==> src/rtl/wb_gpio_bank.sv <==
// wb_gpio_bank: Wishbone GPIO bank with synchronized inputs and edge interrupts.
// Edge/status/irq logic is built only when GPIO_IRQ_EN is defined.
module wb_gpio_bank #(
  parameter int          N_GPIO      = 32,
  parameter int          SYNC_STAGES = 2,
  parameter logic [31:0] BASE_ADR    = 32'h3000_0000
) (
  input  logic              wb_clk_i,
  input  logic              wb_rst_i,
  input  logic              wbs_stb_i,
  input  logic              wbs_cyc_i,
  input  logic              wbs_we_i,
  input  logic [3:0]        wbs_sel_i,
  input  logic [31:0]       wbs_dat_i,
  input  logic [31:0]       wbs_adr_i,
  output logic              wbs_ack_o,
  output logic [31:0]       wbs_dat_o,
  input  logic [N_GPIO-1:0] gpio_i,
  output logic [N_GPIO-1:0] gpio_o,
  output logic [N_GPIO-1:0] gpio_oe,
  output logic              irq_o
);
  localparam logic [31:0] NM = 32'((64'd1 << N_GPIO) - 64'd1);
  logic acc, wr, ack_q, ack_d, unused;
  logic [2:0] off;
  logic [31:0] bm, wd, in_w, rd, out_q, out_d, oe_q, oe_d, dat_q, dat_d;
  logic [SYNC_STAGES-1:0][N_GPIO-1:0] sync_q;
  logic [N_GPIO-1:0] in_s;
  assign unused = ^wbs_adr_i[1:0];
  assign acc = wbs_cyc_i & wbs_stb_i & (wbs_adr_i[31:5] == BASE_ADR[31:5]) & ~ack_q;
  assign wr = acc & wbs_we_i;
  assign off = wbs_adr_i[4:2];
  assign bm = {{8{wbs_sel_i[3]}}, {8{wbs_sel_i[2]}}, {8{wbs_sel_i[1]}}, {8{wbs_sel_i[0]}}} & NM;
  assign wd = wbs_dat_i & bm;
  assign in_s = sync_q[SYNC_STAGES-1];
  assign in_w = 32'(in_s);
  assign gpio_o = out_q[N_GPIO-1:0];
  assign gpio_oe = oe_q[N_GPIO-1:0];
  assign wbs_ack_o = ack_q;
  assign wbs_dat_o = dat_q;
`ifdef GPIO_IRQ_EN
  logic [31:0] ren_q, ren_d, fen_q, fen_d, st_q, st_d, ev;
  logic [N_GPIO-1:0] prev_q;
  logic irq_q;
  assign ev = 32'((in_s & ~prev_q & ren_q[N_GPIO-1:0]) | (~in_s & prev_q & fen_q[N_GPIO-1:0]));
  assign irq_o = irq_q;
  always_comb begin
    ren_d = (wr && off == 3'd3) ? (ren_q & ~bm) | wd : ren_q;
    fen_d = (wr && off == 3'd4) ? (fen_q & ~bm) | wd : fen_q;
    // a new edge overrides a simultaneous write-1-to-clear
    st_d = ((wr && off == 3'd5) ? st_q & ~wd : st_q) | ev;
  end
  always_ff @(posedge wb_clk_i or posedge wb_rst_i)
    if (wb_rst_i) begin
      ren_q  <= '0;
      fen_q  <= '0;
      st_q   <= '0;
      prev_q <= '0;
      irq_q  <= 1'b0;
    end else begin
      ren_q  <= ren_d;
      fen_q  <= fen_d;
      st_q   <= st_d;
      prev_q <= in_s;
      irq_q  <= |st_q;
    end
`else
  logic [31:0] ren_q, fen_q, st_q;
  assign ren_q = '0;
  assign fen_q = '0;
  assign st_q = '0;
  assign irq_o = 1'b0;
`endif
  always_comb begin
    out_d = !wr ? out_q :
            off == 3'd0 ? (out_q & ~bm) | wd :
            off == 3'd6 ? out_q | wd :
            off == 3'd7 ? out_q & ~wd : out_q;
    oe_d = (wr && off == 3'd1) ? (oe_q & ~bm) | wd : oe_q;
    rd = off == 3'd0 ? out_q :
         off == 3'd1 ? oe_q :
         off == 3'd2 ? in_w :
         off == 3'd3 ? ren_q :
         off == 3'd4 ? fen_q :
         off == 3'd5 ? st_q : '0;
    ack_d = acc;
    dat_d = (acc & ~wbs_we_i) ? rd : '0;
  end
  always_ff @(posedge wb_clk_i or posedge wb_rst_i)
    if (wb_rst_i) begin
      out_q  <= '0;
      oe_q   <= '0;
      sync_q <= '0;
      ack_q  <= 1'b0;
      dat_q  <= '0;
    end else begin
      out_q  <= out_d;
      oe_q   <= oe_d;
      sync_q <= {sync_q[SYNC_STAGES-2:0], gpio_i};
      ack_q  <= ack_d;
      dat_q  <= dat_d;
    end
endmodule

==> config.mk <==
export PLATFORM = sky130hd
export DESIGN_NAME = wb_gpio_bank
export DESIGN_NICKNAME = d
export VERILOG_FILES = /design/src/rtl/wb_gpio_bank.sv
export SDC_FILE = /design/constraint.sdc
export NUM_CORES = 1
export LEC_CHECK = 0
export CORE_MARGIN = 1
export CORE_UTILIZATION = 35
export DETAILED_ROUTE_END_ITERATION = 8
export PLACE_DENSITY_LB_ADDON = 0.25
export RECOVER_POWER = 25
export SYNTH_ARGS = -nofsm -noshare
export SYNTH_HDL_FRONTEND = slang
export SYNTH_SLANG_ARGS = --single-unit
export TNS_END_PERCENT = 30
==> constraint.sdc <==
create_clock -name wb_clk_i -period 4.7 [get_ports wb_clk_i]
set_clock_uncertainty 0.1 [all_clocks]
set_input_delay 0.705 -clock wb_clk_i [delete_from_list [all_inputs] [get_ports wb_clk_i]]
set_output_delay 0.705 -clock wb_clk_i [all_outputs]
set_load 0.02 [all_outputs]
==> impl_metrics.yaml <==
timing:
  grt_setup_unrepaired: "no"
  fin_crit_sh_pct: 72.9
  worst_pin_slew_ns: 1.69
  setup_slack_ns: 1.27
  slew_violations: 69
  tns_ns: 0
  slew-limit-headroom_pct: -12.6
  fmax_mhz: 292
  finalHoldViolCount: 0
  setup_violations: 0
  period_needed_ns: 3.43
route:
  postRouteAntennaNets: 0
  dr.pass1.iters: 5
  drt_first_iter_violations: 305
  viasPerCell: 5.26
  vias: 5871
  wl_mm: 20.4
  drcViolationCount: 0
  wl_per_cell_um: 18.2
clock_tree:
  postCtsResizedCells: 0
  cts_tree: "built"
  cts_root_buf: "clkbuf_16"
  clkTransAtPathRegs_ns: 0.07
  cts_hold_buf: 0
  clkSinkCount: 161
  post_cts_buffers: 0
  cts.path.max_buffers: 2
  h-tree-depth: 4
  insertion_delay_ns: 0.42
  cts_buffers: 17
global_route:
  overflow: 0
  grt_usage_pct: 19.5
  grt_pass1_vias: 5766
  grt_max_degree: 96
  grt_pass1_wl_mm: 32.5
  antenna_found_initial: 1
floorplanning:
  io_pins: 203
  start_util_pct: 36.0
  die_y_um: 147
  die_area_um2: 21600
  die_x_um: 147
  coreArea_um2: 20400
  rows: 52
synthesis:
  synth-warning-count: 0
  async_reset_ff_share_pct: 100
  synth_flop_cell: "dfrtp_1"
  syn-instance-count: 661
  ys_ff_latch: 161
  syn_nets: 766
  synth.cell_area_um2: 7340
  ys_seq_area_share_pct: 54.9
  postSynthAreaPerCell_um2: 11.1
  synth_edf_count: 0
  synthDistinctLibCells: 43
status:
  status: "complete, but fails checks"
  failed_checks: "max-capacitance violations, max-slew violations"
finish:
  layout-drive-gt1-share_pct: 11.0
  nets: 937
  layout.cells.most_common: "clkdlybuf4s50_1"
  final_cell_mix: "163 x clkdlybuf4s50_1, 161 x dfrtp_1, 65 x nor2_1"
  design_area_um2: 10100
  area_delta_synth_final_pct: 37.8
placement:
  portBuffers: 199
  placed_cell_area_um2: 9530
  gp_congestion: 0.776
  place_ws_ns: 0.989
  hpwlAfterDp_mm: 13.7
setup_path:
  worstSetupStartpointType: "input port"
  critPathRequiredTime_ns: 4.82
  crit_path_end_kind: "async pin"
  cp_max_fo: 37
  path_class: "in2async"
  cp.arrival_ns: 3.55
  critPathSlowestCell: "clkbuf_1"
  r2r_slack_ns: 1.94
  critical_path.cell_chain: "dlygate4sd3_1, clkinvlp_2, clkbuf_1"
  critPathMaxStageDelay_ns: 1.29
pwr:
  ir_worst_vdd_v: 0.000235
  p_leak_nw: 4.33
  cellPowerDensity_nw_per_um2: 298
run:
  drv_cap: 2
hold_path:
  hold_class: "reg2reg"
-- through the flow --
stage | util [%] | power, W | cells | hold slack (ns)
2_1_floorplan | - | 0.00155 | 661 | 0.231
3_3_place_gp | 46.8 | 0.00168 | 1083 | 0.232
3_5_place_dp | 46.8 | 0.00169 | 1083 | 0.235
4_1_cts | 49.7 | 0.00307 | 1115 | 0.250
5_1_grt | 49.6 | 0.00314 | 1115 | 0.254
6_report | 49.7 | 0.00302 | 1116 | 0.248
-- final timing paths --
path	from	end	depth (start not counted)
max	wb_rst_i	async pin	3
min	sync_q[13]	in_s[13]	0
max reg2reg	wbs_ack_o	wbs_dat_o[31]	5
min reg2reg	sync_q[13]	in_s[13]	0
max in group wb_clk_i	wbs_adr_i[5]	flip-flop	6
min in group asynchronous	wb_rst_i	sync_q[12]	2
-- per-layer routing --
layer	vias up	share of wire, %	GRT usage (%)
met4	0	1.4	5.36
met5	-	0	0
met2	191	46	30.8
met3	19	7.2	5.43
met1	2930	45	26.3
li1	2731	-	-
-- report_power, final --
group | leakage [nW] | internal (W) | total (W) | switching (W)
sequential | 2.04 | 0.00141 | 0.00142 | 0.00000711
combinational | 2.01 | 0.000107 | 0.000232 | 0.000125
clock | 0.282 | 0.000712 | 0.00137 | 0.000656
total | 4.33 | 0.00223 | 0.00302 | 0.000788
-- synth_stat cells, drive strengths merged, types with 2 or more instances --
library cell	n	area [um2]
nor2	65	244
o41a	12	135
dfrtp	161	4030
clkbuf	45	169
nor3	28	140
a211oi	13	97.6
nand2	24	90.1
and4	6	52.6
o31ai	8	60.1
nor4	36	317
nand2b	6	37.5
nand4	2	33.8
nand4bb	3	33.8
a21o	4	30.0
a21oi	32	160
nor4b	2	30.0
mux2i	32	320
o21a	29	218
a31oi	8	50.1
inv	25	93.8
o211ai	20	150
a311oi	4	35.0
nand3	2	10.0
o21ai	7	35.0
nor2b	22	138
mux2	32	360
o211a	12	120
buf	12	76.3
-- worst max-delay path: cells and delay by family --
family	cells	cell delay (ns)
buf+inv	3	2.80
-- cell type report --
| cell class | instances | area, um2 |
|---|---|---|
| fillers | 1890 | 10300 |
| clock inverters | 15 | 160 |
| well taps | 270 | 338 |
| clock buffers | 17 | 425 |
| flip-flops and latches | 161 | 4030 |
| repair buffers | 209 | 2080 |
| multi-input cells | 418 | 2990 |
| diodes | 1 | 2.50 |
| inverters | 25 | 95.1 |
-- kinds of logic after synthesis --
group                  share of synthesized area, %
AO/OA/AOI/OAI                                  14.9
other                                        0.0511
flip-flops                                     54.9
AND/OR/NAND/NOR                                16.2
buffers and inverters                          4.62
multiplexers                                   9.27
XOR/XNOR                                      0.119
(Power assumes the default switching activity.)
